## src/rtl/iram_arb.sv

```systemverilog
// -----------------------------------------------------------------------------
// iram_arb -- arbiter/sequencer for the single-port instruction RAM.
//
// Shares one RAM port between the fetch unit (read-only) and the program
// loader/debug port (read/write). One command per cycle, combinational grant,
// 1-cycle registered read latency with per-read owner tracking so each
// response is routed back to whoever issued it.
//
// Build option:
//   IRAM_ARB_RR_EN  defined   -> round-robin between the two requesters
//                   undefined -> loader has fixed priority, bounded by a
//                                MAX_STALL anti-starvation counter
//
// Parameters:
//   IRAM_AW    RAM word-address width (depth 2^IRAM_AW x 32-bit)
//   MAX_STALL  max consecutive loader grants while fetch waits (>= 1)
//
// Ports:
//   clk, rst_n                 clock, synchronous active-low reset
//   f_req/f_addr               fetch read request
//   f_gnt                      fetch accepted this cycle
//   f_rvalid/f_rdata           fetch read response (1-cycle pulse)
//   l_req/l_we/l_addr/l_wdata  loader request (write when l_we=1)
//   l_gnt                      loader accepted this cycle
//   l_rvalid/l_rdata           loader read response (reads only)
//   ram_en/ram_we/ram_addr/ram_wdata  RAM command
//   ram_rdata                  RAM registered read data
// -----------------------------------------------------------------------------
module iram_arb #(
  parameter int IRAM_AW   = 10,
  parameter int MAX_STALL = 8
) (
  input  logic               clk,
  input  logic               rst_n,
  input  logic               f_req,
  input  logic [IRAM_AW-1:0] f_addr,
  output logic               f_gnt,
  output logic               f_rvalid,
  output logic [31:0]        f_rdata,
  input  logic               l_req,
  input  logic               l_we,
  input  logic [IRAM_AW-1:0] l_addr,
  input  logic [31:0]        l_wdata,
  output logic               l_gnt,
  output logic               l_rvalid,
  output logic [31:0]        l_rdata,
  output logic               ram_en,
  output logic               ram_we,
  output logic [IRAM_AW-1:0] ram_addr,
  output logic [31:0]        ram_wdata,
  input  logic [31:0]        ram_rdata
);

  logic w_f_gnt;
  logic w_l_gnt;
  logic w_fetch_wins;   // tie-break result when both request
  logic w_resp_ok;
  logic r_pend;         // a read was issued last cycle
  logic r_owner_l;      // 1 = that read belongs to the loader

`ifdef IRAM_ARB_RR_EN
  // r_last_f = 1 means fetch won the last grant, so the loader goes next.
  // Reset value 1 makes the loader the first winner after reset.
  logic r_last_f;

  // Round-robin tie-break: the requester that did not win last time wins.
  always_comb begin
    w_fetch_wins = ~r_last_f;
  end

  // Round-robin pointer: records the winner of every grant.
  always_ff @(posedge clk) begin
    if (!rst_n) begin
      r_last_f <= 1'b1;
    end else if (w_f_gnt || w_l_gnt) begin
      r_last_f <= w_f_gnt;
    end else begin
      r_last_f <= r_last_f;
    end
  end
`else
  localparam int                 CW        = $clog2(MAX_STALL + 1);
  localparam logic [CW-1:0]      STALL_MAX = CW'(MAX_STALL);

  logic [CW-1:0] r_stall;

  // Fixed-priority tie-break: loader wins until fetch has waited MAX_STALL
  // loader grants in a row.
  always_comb begin
    w_fetch_wins = (r_stall == STALL_MAX);
  end

  // Stall counter: counts loader grants taken while fetch was waiting,
  // saturating at MAX_STALL; any fetch grant or fetch idle clears it.
  always_ff @(posedge clk) begin
    if (!rst_n) begin
      r_stall <= {CW{1'b0}};
    end else if (!f_req || w_f_gnt) begin
      r_stall <= {CW{1'b0}};
    end else if (w_l_gnt && (r_stall != STALL_MAX)) begin
      r_stall <= r_stall + {{(CW-1){1'b0}}, 1'b1};
    end else begin
      r_stall <= r_stall;
    end
  end
`endif

  // Grant decision: at most one grant, never without a request, none in reset.
  always_comb begin
    w_f_gnt = 1'b0;
    w_l_gnt = 1'b0;
    if (!rst_n) begin
      w_f_gnt = 1'b0;
      w_l_gnt = 1'b0;
    end else if (f_req && l_req) begin
      w_f_gnt = w_fetch_wins;
      w_l_gnt = ~w_fetch_wins;
    end else begin
      w_f_gnt = f_req;
      w_l_gnt = l_req;
    end
  end

  // RAM command mux driven straight from the winner.
  always_comb begin
    f_gnt     = w_f_gnt;
    l_gnt     = w_l_gnt;
    ram_en    = 1'b0;
    ram_we    = 1'b0;
    ram_addr  = {IRAM_AW{1'b0}};
    ram_wdata = 32'h0000_0000;
    if (w_f_gnt) begin
      ram_en   = 1'b1;
      ram_addr = f_addr;
    end else if (w_l_gnt) begin
      ram_en    = 1'b1;
      ram_we    = l_we;
      ram_addr  = l_addr;
      ram_wdata = l_wdata;
    end else begin
      ram_en = 1'b0;
    end
  end

  // Read tracking: a read granted this cycle returns data next cycle.
  always_ff @(posedge clk) begin
    if (!rst_n) begin
      r_pend    <= 1'b0;
      r_owner_l <= 1'b0;
    end else begin
      r_pend    <= w_f_gnt | (w_l_gnt & ~l_we);
      r_owner_l <= w_l_gnt;
    end
  end

  // Response routing. Gating with rst_n drops a read whose response cycle
  // coincides with reset being asserted.
  always_comb begin
    w_resp_ok = rst_n & r_pend;
    f_rvalid  = w_resp_ok & ~r_owner_l;
    l_rvalid  = w_resp_ok & r_owner_l;
    f_rdata   = 32'h0000_0000;
    l_rdata   = 32'h0000_0000;
    if (f_rvalid) begin
      f_rdata = ram_rdata;
    end else if (l_rvalid) begin
      l_rdata = ram_rdata;
    end else begin
      f_rdata = 32'h0000_0000;
    end
  end

endmodule

```

## config.mk

```make
export PLATFORM = sky130hd
export DESIGN_NAME = iram_arb
export DESIGN_NICKNAME = d
export VERILOG_FILES = /design/src/rtl/iram_arb.sv
export SDC_FILE = /design/constraint.sdc
export NUM_CORES = 1
export LEC_CHECK = 0
export BUFFER_PORTS_ARGS = -buffer_cell sky130_fd_sc_hd__buf_2
export CORE_AREA = 4 4 75 77
export CTS_CLUSTER_DIAMETER = 30
export CTS_CLUSTER_SIZE = 10
export DETAILED_ROUTE_END_ITERATION = 10
export DIE_AREA = 0 0 79 81
export PLACE_DENSITY = 0.7
export SLEW_MARGIN = 15
export SYNTH_ARGS = -nofsm -noshare
export SYNTH_HDL_FRONTEND = slang
export SYNTH_SLANG_ARGS = --single-unit
```

## constraint.sdc

```tcl
create_clock -name clk -period 2.4 [get_ports clk]
set_input_delay 0.24 -clock clk [delete_from_list [all_inputs] [get_ports clk]]
set_output_delay 0.24 -clock clk [all_outputs]
set_load 0.05 [all_outputs]
```

==> results of run 1 <==
==> worst reg2reg max path, delay by kind of cell (launching register included) <==
family                     cells  cell delay (ps)
and+or+nand+nor                1              140
buffers and inverters          2              240
DFF                            1              360
AOI/OAI and AO/OA              2              240
adders and majority gates      1              260
==> layout make-up <==
cell class	count	share of cell area
tap	70	0.0403
clock buffer	3	0.0190
multi-input combinational	131	0.407
inverter	4	0.00691
sequential	6	0.0553
timing repair buffer	203	0.471
==> state kept, by name, indices dropped and copies added (netlist names) <==
signal	count
r_stall	4
r_owner_l	1
r_pend	1
==> path summary, 6_finish.rpt <==
kind	start	end	slack [ps]
setup / recovery	r_stall[0]	ram_wdata[19]	230
hold / removal	l_we	r_pend	220
setup reg to reg	r_stall[0]	r_pend	1060
hold reg to reg	r_stall[0]	r_stall[0]	460
==> layer usage <==
metal	wire length, um	share of wire	GRT usage
met1	1540	0.31	0.122
met2	2700	0.54	0.297
met3	685	0.14	0.0466
met4	70	0.014	0.0584
met5	0	0	0
==> synth_stat cells <==
| library cell | instances |
|---|---|
| nand2_1 | 2 |
| nand2b_1 | 2 |
| nand3_1 | 3 |
| buf_2 | 2 |
| dfxtp_1 | 6 |
| o21bai_1 | 1 |
| and2_2 | 4 |
| a41oi_1 | 1 |
| nand3b_1 | 1 |
| or2_2 | 1 |
| inv_1 | 4 |
| and2_1 | 93 |
| clkbuf_1 | 4 |
| and3_2 | 1 |
| a22o_2 | 10 |
| a41oi_4 | 1 |
| buf_4 | 1 |
| a21oi_1 | 2 |
| ha_1 | 2 |
| nand2_2 | 1 |
| nor2_1 | 4 |
| xnor2_1 | 1 |
| buf_6 | 4 |
| o21a_1 | 1 |
==> power by group through the flow <==
stage	sequential (mW)	clock, mW	combinational (mW)
detailed placement	0.106	0	0.400
global route	0.105	0.168	0.423
finish	0.105	0.156	0.397
floorplan	0.106	0	0.272
CTS	0.105	0.159	0.401
global placement	0.106	0	0.396
==> cells by family (layout without fill, tap and decap cells) <==
group / after synthesis / in the layout
buf+inv: 15 / 210
simple gates: 112 / 112
flops: 6 / 6
compound gates: 16 / 16
fa+ha+maj: 2 / 2
xor+xnor: 1 / 1
==> layout by cell type (no fill, tap or decap), types with 2 or more instances in the layout <==
master / netlist / layout
a21oi_1: 2 / 2
a22o_2: 10 / 10
and2_1: 93 / 93
and2_2: 4 / 4
buf_2: 2 / 200
buf_4: 1 / 3
clkbuf_8: 0 / 3
dfxtp_1: 6 / 6
ha_1: 2 / 2
inv_1: 4 / 4
nand2_1: 2 / 2
nand2b_1: 2 / 2
nand3_1: 3 / 3
nor2_1: 4 / 4
==> stage by stage <==
stage,utilization,std cells,area [um2]
final,0.434,417,2170
after global routing,0.434,417,2170
after CTS,0.434,417,2170
after detailed placement,0.425,414,2130
after global placement,0.425,414,2130
after floorplan,-,152,1100
==> summary.md, run 1 <==
| Metric | Value |
|---|---|
| CP Capture Type | output pin |
| Root Buffer | clkbuf_8 |
| Clock power frac | 0.237 |
| Worst Setup Path Type | reg -> out |
| Die Area | ~6400 um2 |
| Final Power | roughly 0.66 mW |
| Pint | about 0.34 mW |
| # Post-CTS Setup Buffers | 0 |
| Worst setup margin | 229 ps |
| Critical Path RT | around 2200 ps |
| Slew @ Worst Pin | 415 ps |
| Total Wirelength | about 5000 um |
| I/O Buffers | 200 |
| Top Family by Delay on Critical Path | buffers and inverters |
| H-tree levels | 1 |
| Slew headroom | 0.724 |
| XOR/XNOR Fraction of Synth Area | 0.00798 |
| Cell Area, Synth | 1100 um2 |
| DRT Pass-1 Iters | 2 |
| FMAX | roughly 460 MHz |
| Switch share | 0.490 |
| CTS tree | yes |
| ANT cells | 0 |
| Total CTS buffers | 3 |
| Resize count post-CTS | 0 |
| Top post-synthesis cells by area | and2_1 53%, dfxtp_1 11%, a22o_2 9.1% |
| # hold bufs at CTS | 0 |
| Synth Area per Inst | slightly above 7 um2 |
| PwrDens | slightly above 300 nW/um2 |
| Cells after Synth | about 150 |
| Seq cells post-synth | 6 |
| RSZ-0062 raised after global routing | false |
| Die H | approximately 81 um |
| Synth Area in Simple Gates | 0.628 |
| Post-Place Worst Slack | roughly 450 ps |
| Clock transition at path regs | 40 ps |
| Global route overflow | 0 |
| Via count | approximately 1,700 |
| Critical path depth | 6 |
| Layout cells sized above 1 | 0.646 |
| MaxCap Viol Count | 0 |
| R2R depth | 6 |
| YS warnings | 0 |
| Hold Crit Class | in -> reg |
| Clock Skews | approximately 4.6 ps |
| CTS Sinks | 6 |
| Largest stage delay on the critical path | 360 ps |
| Post-Synth Adder-Cell Area | 0.0228 |
| Post-layout min period | around 2200 ps |
| Routed WL per cell | roughly 12 um |
| Storage cell area | 120 um2 |
| Synthesis-to-finish area growth | 97.9% |
| Final hold vios | 0 |
| Hold path depth | 2 |
| Longest Clk Path Bufs | 2 |
| Final GP Congestion | 0.731 |
| Final count of pins violating max slew | 0 |
| Post-Syn Nets | approximately 240 |
| Synth cell types | 24 |
| Multiplexer area fraction after synthesis | 0 |
| Final TNS setup | 0 ps |
| DIE WIDTH | roughly 79 um |
| Crit start category | flop |
| Fill count | between 500 and 600 |
| 1st-iter DRT viols | 33 |
| GRT Resource Usage Total | 0.142 |
| Buf/Inv on CP | 3 |
| Main combinational cell family by area after synthesis | simple AND/OR/NAND/NOR gates |
| Sequential share of power | 0.160 |
| Arrival @ worst endpoint | ~1900 ps |
| Hold slack | about 220 ps |
| Cell row count | 26 |
| Core ar. | around 5000 um2 |
| Logic pwr share | 0.604 |
| Area fraction of the dominant cell type after synthesis | 0.530 |
| Vias in the first global route | roughly 1,700 |
| P_sw | about 0.32 mW |
| Dominant cell type by area after synthesis | and2_1 |
| Initial antenna violation count | 0 |
| Leak | between 1 and 1.5 nW |
| Critical path's slowest cell | dfxtp_1 |
| Worst-path fanout max | 44 |
| Final period utilization | 0.905 |
| CP Cell Sequence | inv_1, ha_1, a41oi_4, buf_4, and2_1, buf_2 |
| Compound-cell area share of the yosys netlist | 0.147 |
| Multi-input gate area | around 900 um2 |
| Largest net degree at the start of global routing | between 40 and 50 |
| # DRC | 0 |
| Antenna Violating Nets Remaining | 0 |
| Final #Nets | 440 |
| Starting Density | 0.219 |
| Detailed placer's ending HPWL | 4440 um |
| Worst skew pair latency | ~230 ps |
| I/O pin cnt | around 200 |
| Drt via density | 4.06 |
| Peak VDD IR | 162 uV |
| First-pass GRT wire length | 7360 um |
| Register area share after synthesis | 0.109 |
| Final setup viols | 0 |
| Status | completed |
(Power assumes the default switching activity.)
==> run 2: changes to the inputs <==
--- a/config.mk
+++ b/config.mk
@@ -5,8 +5,10 @@
 export SDC_FILE = /design/constraint.sdc
 export NUM_CORES = 1
 export LEC_CHECK = 0
+export ABC_CLOCK_PERIOD_IN_PS = 2400
 export BUFFER_PORTS_ARGS = -buffer_cell sky130_fd_sc_hd__buf_2
 export CORE_AREA = 4 4 75 77
+export CTS_BUF_LIST = sky130_fd_sc_hd__clkbuf_16
 export CTS_CLUSTER_DIAMETER = 30
 export CTS_CLUSTER_SIZE = 10
 export DETAILED_ROUTE_END_ITERATION = 10
==> run 2 against run 1 <==
Against the previous run: non-clock buffer count unchanged; first-iteration DRC count down 27%; worst setup slack better by 0.89 ps; count of clock-buffer cells in the layout unchanged; fmax about the same; global-route usage down 0.14 points; sequential power about the same; sequential share of layout area down 0.085 points; die area unchanged; combinational power about the same; critical endpoint unchanged; largest cell class unchanged.
==> summary.md, run 2 (same netlist as run 1, synthesis figures left out) <==
| Metric | Value |
|---|---|
| Drt via density | 4.05 |
| Critical Path RT | ~2200 ps |
| Final GP Congestion | 0.731 |
| Buf/Inv on CP | 3 |
| Top Metal Used | met4 |
| CTS Sinks | 6 |
| Critical path's slowest cell | dfxtp_1 |
| Routed WL per cell | between 10 and 15 um |
| Initial antenna violation count | 0 |
| Leak | 1.44 nW |
| Hold slack | around 220 ps |
| DRT Pass-1 Iters | 3 |
| Post-route insts no fill | between 400 and 500 |
| Die Area | 6400 um2 |
| DIE WIDTH | around 79 um |
| Root Buffer | clkbuf_16 |
| Synthesis-to-finish area growth | 101% |
| Placed Cells | approximately 410 |
| Arrival @ worst endpoint | between 1500 and 2000 ps |
| Final Core Density | 0.440 |
| Post-Place Worst Slack | about 450 ps |
| Commonest non-fill, non-tap cells in the layout | 200 x buf_2, 93 x and2_1, 10 x a22o_2 |
| Largest net degree at the start of global routing | 45 |
| Largest stage delay on the critical path | around 360 ps |
| CP Capture Type | output pin |
| Min-delay src | l_we |
| Final setup viols | 0 |
| Antenna Violating Nets Remaining | 0 |
| Hold Crit Class | in -> reg |
| ANT cells | 0 |
| Longest Clk Path Bufs | 2 |
| Worst setup margin | 230 ps |
| H-tree levels | 1 |
| Slew headroom | 0.722 |
| First-pass GRT wire length | about 7300 um |
| Storage cell area | 120 um2 |
| Routed length on met1 | 1540 um |
| Core ar. | 5010 um2 |
| Resize count post-CTS | 0 |
| Crit path launch | r_stall[0] |
| Die H | 81 um |
| 1st-iter DRT viols | 24 |
| # hold bufs at CTS | 0 |
| Global route overflow | 0 |
| Finished Cell Area | approximately 2200 um2 |
| # DRC | 0 |
| Routed wl met2 | between 2000 and 3000 um |
| Clock Skews | about 3 ps |
| Detailed placer's ending HPWL | roughly 4400 um |
| Largest register FFs | 4 |
| Final Power | about 0.77 mW |
| Most common cell after layout, fill and taps aside | buf_2 |
| CP Cell Sequence | inv_1, ha_1, a41oi_4, buf_4, and2_1, buf_2 |
| FMAX | around 460 MHz |
| Worst skew pair latency | around 230 ps |
| I/O Buffers | 200 |
| Final #Nets | 440 |
| Crit start category | flop |
| GRT Resource Usage Total | 0.141 |
| Total CTS buffers | 3 |
| RSZ-0062 raised after global routing | false |
| Top Family by Delay on Critical Path | buffers and inverters |
| Slew @ Worst Pin | around 420 ps |
| Post-layout min period | ~2200 ps |
| MaxCap Viol Count | 0 |
| Status | completed |
| Biggest regs | r_stall x4, r_owner_l x1, r_pend x1 |
| Clock transition at path regs | about 30 ps |
| # Post-CTS Setup Buffers | 0 |
| Starting Density | 0.219 |
| Final hold vios | 0 |
| Final count of pins violating max slew | 0 |
| Worst-path fanout max | 44 |
| CTS tree | yes |
| Cell row count | 26 |
| Vias in the first global route | between 1,500 and 2,000 |
| Worst Setup Path Type | reg -> out |
| Layout cells sized above 1 | 0.646 |
| Multi-input gate area | 885 um2 |
| Final period utilization | 0.904 |
| Via count | between 1,500 and 2,000 |
| Final TNS setup | 0 ps |
| Fill count | 542 |
| Total Wirelength | 4970 um |
| DR WL met3 | 675 um |
| Largest Register | r_stall |
| I/O pin cnt | around 200 |
| R2R Path Start | r_stall[0] |
| PwrDens | between 300 and 400 nW/um2 |
| Peak VDD IR | 269 uV |
| Post-DP Area | about 2100 um2 |
==> run 2: per-layer routing <==
layer / GRT usage / vias to the layer above
li1: - / 872
met4: 0.0515 / 0
met2: 0.294 / 120
met1: 0.124 / 693
met3: 0.0455 / 4
met5: 0 / -
==> run 2: final cells by class <==
class | instances | share of cell area
Clock buffer | 3 | 0.0340
Sequential cell | 6 | 0.0545
Inverter | 4 | 0.00681
Timing Repair Buffer | 203 | 0.464
Multi-Input combinational cell | 131 | 0.401
Tap cell | 70 | 0.0397
==> run 2: where the power goes <==
group / switching (mW) / leakage (nW) / internal, mW
Combinational: 0.273 / 1.35 / 0.124
Clock: 0.0556 / 0.0370 / 0.214
Sequential: 0.00169 / 0.0490 / 0.103
==> run 2: final timing paths <==
path / end / slack, ps / cells after the start
worst max-delay path: ram_wdata[19] / 230 / 6
worst min-delay path: r_pend / 220 / 2
worst max register to register: r_pend / 1060 / 6
worst min register to register: r_stall[0] / 460 / 1
==> run 3: changes to the inputs <==
==> config.mk (replaced) <==
export PLATFORM = sky130hd
export DESIGN_NAME = iram_arb
export DESIGN_NICKNAME = d
export VERILOG_FILES = /design/src/rtl/iram_arb.sv
export SDC_FILE = /design/constraint.sdc
export NUM_CORES = 1
export LEC_CHECK = 0
export ABC_CLOCK_PERIOD_IN_PS = 2500
export BUFFER_PORTS_ARGS = -buffer_cell sky130_fd_sc_hd__buf_2
export CELL_PAD_IN_SITES_DETAIL_PLACEMENT = 2
export CELL_PAD_IN_SITES_GLOBAL_PLACEMENT = 2
export CORE_AREA = 4 4 105 107
export CTS_BUF_LIST = sky130_fd_sc_hd__clkbuf_16
export CTS_CLUSTER_DIAMETER = 30
export CTS_CLUSTER_SIZE = 10
export DETAILED_ROUTE_END_ITERATION = 10
export DIE_AREA = 0 0 109 111
export HOLD_SLACK_MARGIN = 0.03
export PLACE_DENSITY = 0.86
export SLEW_MARGIN = 15
export SYNTH_ARGS = -nofsm -noshare
export SYNTH_HDL_FRONTEND = slang
export SYNTH_SLANG_ARGS = --single-unit
==> constraint.sdc (replaced) <==
create_clock -name clk -period 2.5 [get_ports clk]
set_input_delay 0.25 -clock clk [delete_from_list [all_inputs] [get_ports clk]]
set_output_delay 0.25 -clock clk [all_outputs]
set_load 0.05 [all_outputs]
==> run 3 against run 2 <==
Against the previous run: utilization is 21 points lower; clock power hardly changed; global-route usage is 3.5 points lower; highest routed layer is now met5.
==> summary.md, run 3 (same netlist as run 1, synthesis figures left out) <==
| Metric | Value |
|---|---|
| Largest register FFs | 4 |
| CTS tree | yes |
| Most common cell after layout, fill and taps aside | buf_2 |
| Crit start category | flop |
| Cell row count | 37 |
| Final hold vios | 0 |
| Worst Hold Path EP | r_pend |
| Switch share | 0.440 |
| Arrival @ worst endpoint | 1980 ps |
| Hold slack | 240 ps |
| P_sw | approximately 0.33 mW |
| Post-Place Worst Slack | around 470 ps |
| Initial antenna violation count | 1 |
| Sequential share of power | 0.133 |
| FMAX | 448 MHz |
| Peak VDD IR | between 150 and 200 uV |
| # hold bufs at CTS | 0 |
| Final setup viols | 0 |
| H-tree levels | 1 |
| DIE WIDTH | 109 um |
| Layout cells sized above 1 | 0.646 |
| R2R Path Start | r_stall[0] |
| Worst-path fanout max | 44 |
| Detailed placer's ending HPWL | 6080 um |
| Largest net degree at the start of global routing | 45 |
| Vias in the first global route | 2,016 |
| I/O pin cnt | 201 |
| Total Wirelength | about 6800 um |
| Die H | between 100 and 150 um |
| # Post-CTS Setup Buffers | 0 |
| Worst skew pair latency | about 230 ps |
| Longest Clk Path Bufs | 2 |
| GRT Resource Usage Total | 0.106 |
| Final Power | about 0.76 mW |
| ANT cells | 0 |
| CTS Sinks | 6 |
| Slew headroom | 0.696 |
| Final count of pins violating max slew | 0 |
| CP Capture Type | output pin |
| Leak | 1.44 nW |
| Final TNS setup | 0 ps |
| Clock Skews | 3.46 ps |
| R2r setup slk | roughly 1100 ps |
| R2R depth | 6 |
| Critical Path RT | about 2300 ps |
| Final Core Density | 0.226 |
| Biggest regs | r_stall x4, r_owner_l x1, r_pend x1 |
| Placed Cells | 480 |
| Routed WL per cell | 14.1 um |
| I/O Buffers | 200 |
| Drt via density | 3.84 |
| Commonest non-fill, non-tap cells in the layout | 200 x buf_2, 93 x and2_1, 10 x a22o_2 |
| Via count | approximately 1,900 |
| Logic pwr share | 0.515 |
| Worst Setup Path Type | reg -> out |
| Antenna Violating Nets Remaining | 0 |
| Clock power frac | 0.351 |
| Slew @ Worst Pin | 456 ps |
| Die Area | about 12,000 um2 |
| Global route overflow | 0 |
| Finished Cell Area | roughly 2300 um2 |
| Final #Nets | 440 |
| DRT Pass-1 Iters | 4 |
| Root Buffer | clkbuf_16 |
| Post-route insts no fill | roughly 480 |
| R2r endpoint | r_pend |
| Worst setup margin | 268 ps |
| MaxCap Viol Count | 0 |
| Post-layout min period | 2230 ps |
| Post-DP Area | 2210 um2 |
| Total CTS buffers | 3 |
| PwrDens | 331 nW/um2 |
| Hold Crit Class | in -> reg |
| Final period utilization | 0.893 |
| Synthesis-to-finish area growth | 109% |
| Hold path depth | 2 |
| Pint | about 0.42 mW |
| Resize count post-CTS | 0 |
| Starting Density | 0.108 |
| # DRC | 0 |
| Fill count | 1,230 |
| Final GP Congestion | ~0.74 |
| Status | completed |
| RSZ-0062 raised after global routing | false |
| 1st-iter DRT viols | 54 |
| First-pass GRT wire length | 10,200 um |
| Clock transition at path regs | around 40 ps |
| Min-delay src | l_we |
| Largest Register | r_stall |
| Core ar. | about 10,000 um2 |
[run 3: worst max-delay path by stage]
stage                    endpoint  slack (ps)  cells past startpoint       start
floorplan           ram_wdata[22]         580                      5  r_stall[0]
global placement     ram_wdata[0]         560                      6  r_stall[0]
detailed placement    ram_addr[5]         470                      6  r_stall[0]
CTS                   ram_addr[5]         220                      6  r_stall[0]
global route          ram_addr[6]         120                      6  r_stall[0]
finish                ram_addr[5]         270                      6  r_stall[0]
[run 3: metal layers]
metal / GRT usage / vias to the layer above / share of wire
li1: - / 870 / -
met1: 0.0895 / 847 / 0.30
met2: 0.219 / 123 / 0.56
met3: 0.0390 / 11 / 0.13
met4: 0.0320 / 2 / 0.016
met5: 0 / - / 0.0029
[run 3: layout make-up]
type	count	area (um2)	share of cell area
inverters	4	15.0	0.00656
flip-flops and latches	6	120	0.0525
clock buffers	3	75.1	0.0328
well taps	136	170	0.0744
repair buffers	203	1020	0.447
multi-input cells	131	885	0.387
[run 3: worst max-delay path, cell delays in order, from the launching register on]
cell     delay (ps)
dfxtp_1         360
inv_1            60
ha_1            270
a41oi_4         230
buf_4           340
a22o_2          200
buf_2           260
[run 3: power groups by stage]
stage               Clock, mW  Combinational [mW]  Sequential, mW
floorplan                   0               0.261           0.102
global placement            0               0.384           0.102
detailed placement          0               0.396           0.102
CTS                     0.272               0.397           0.101
global route            0.278               0.417           0.101
finish                  0.266               0.390           0.101
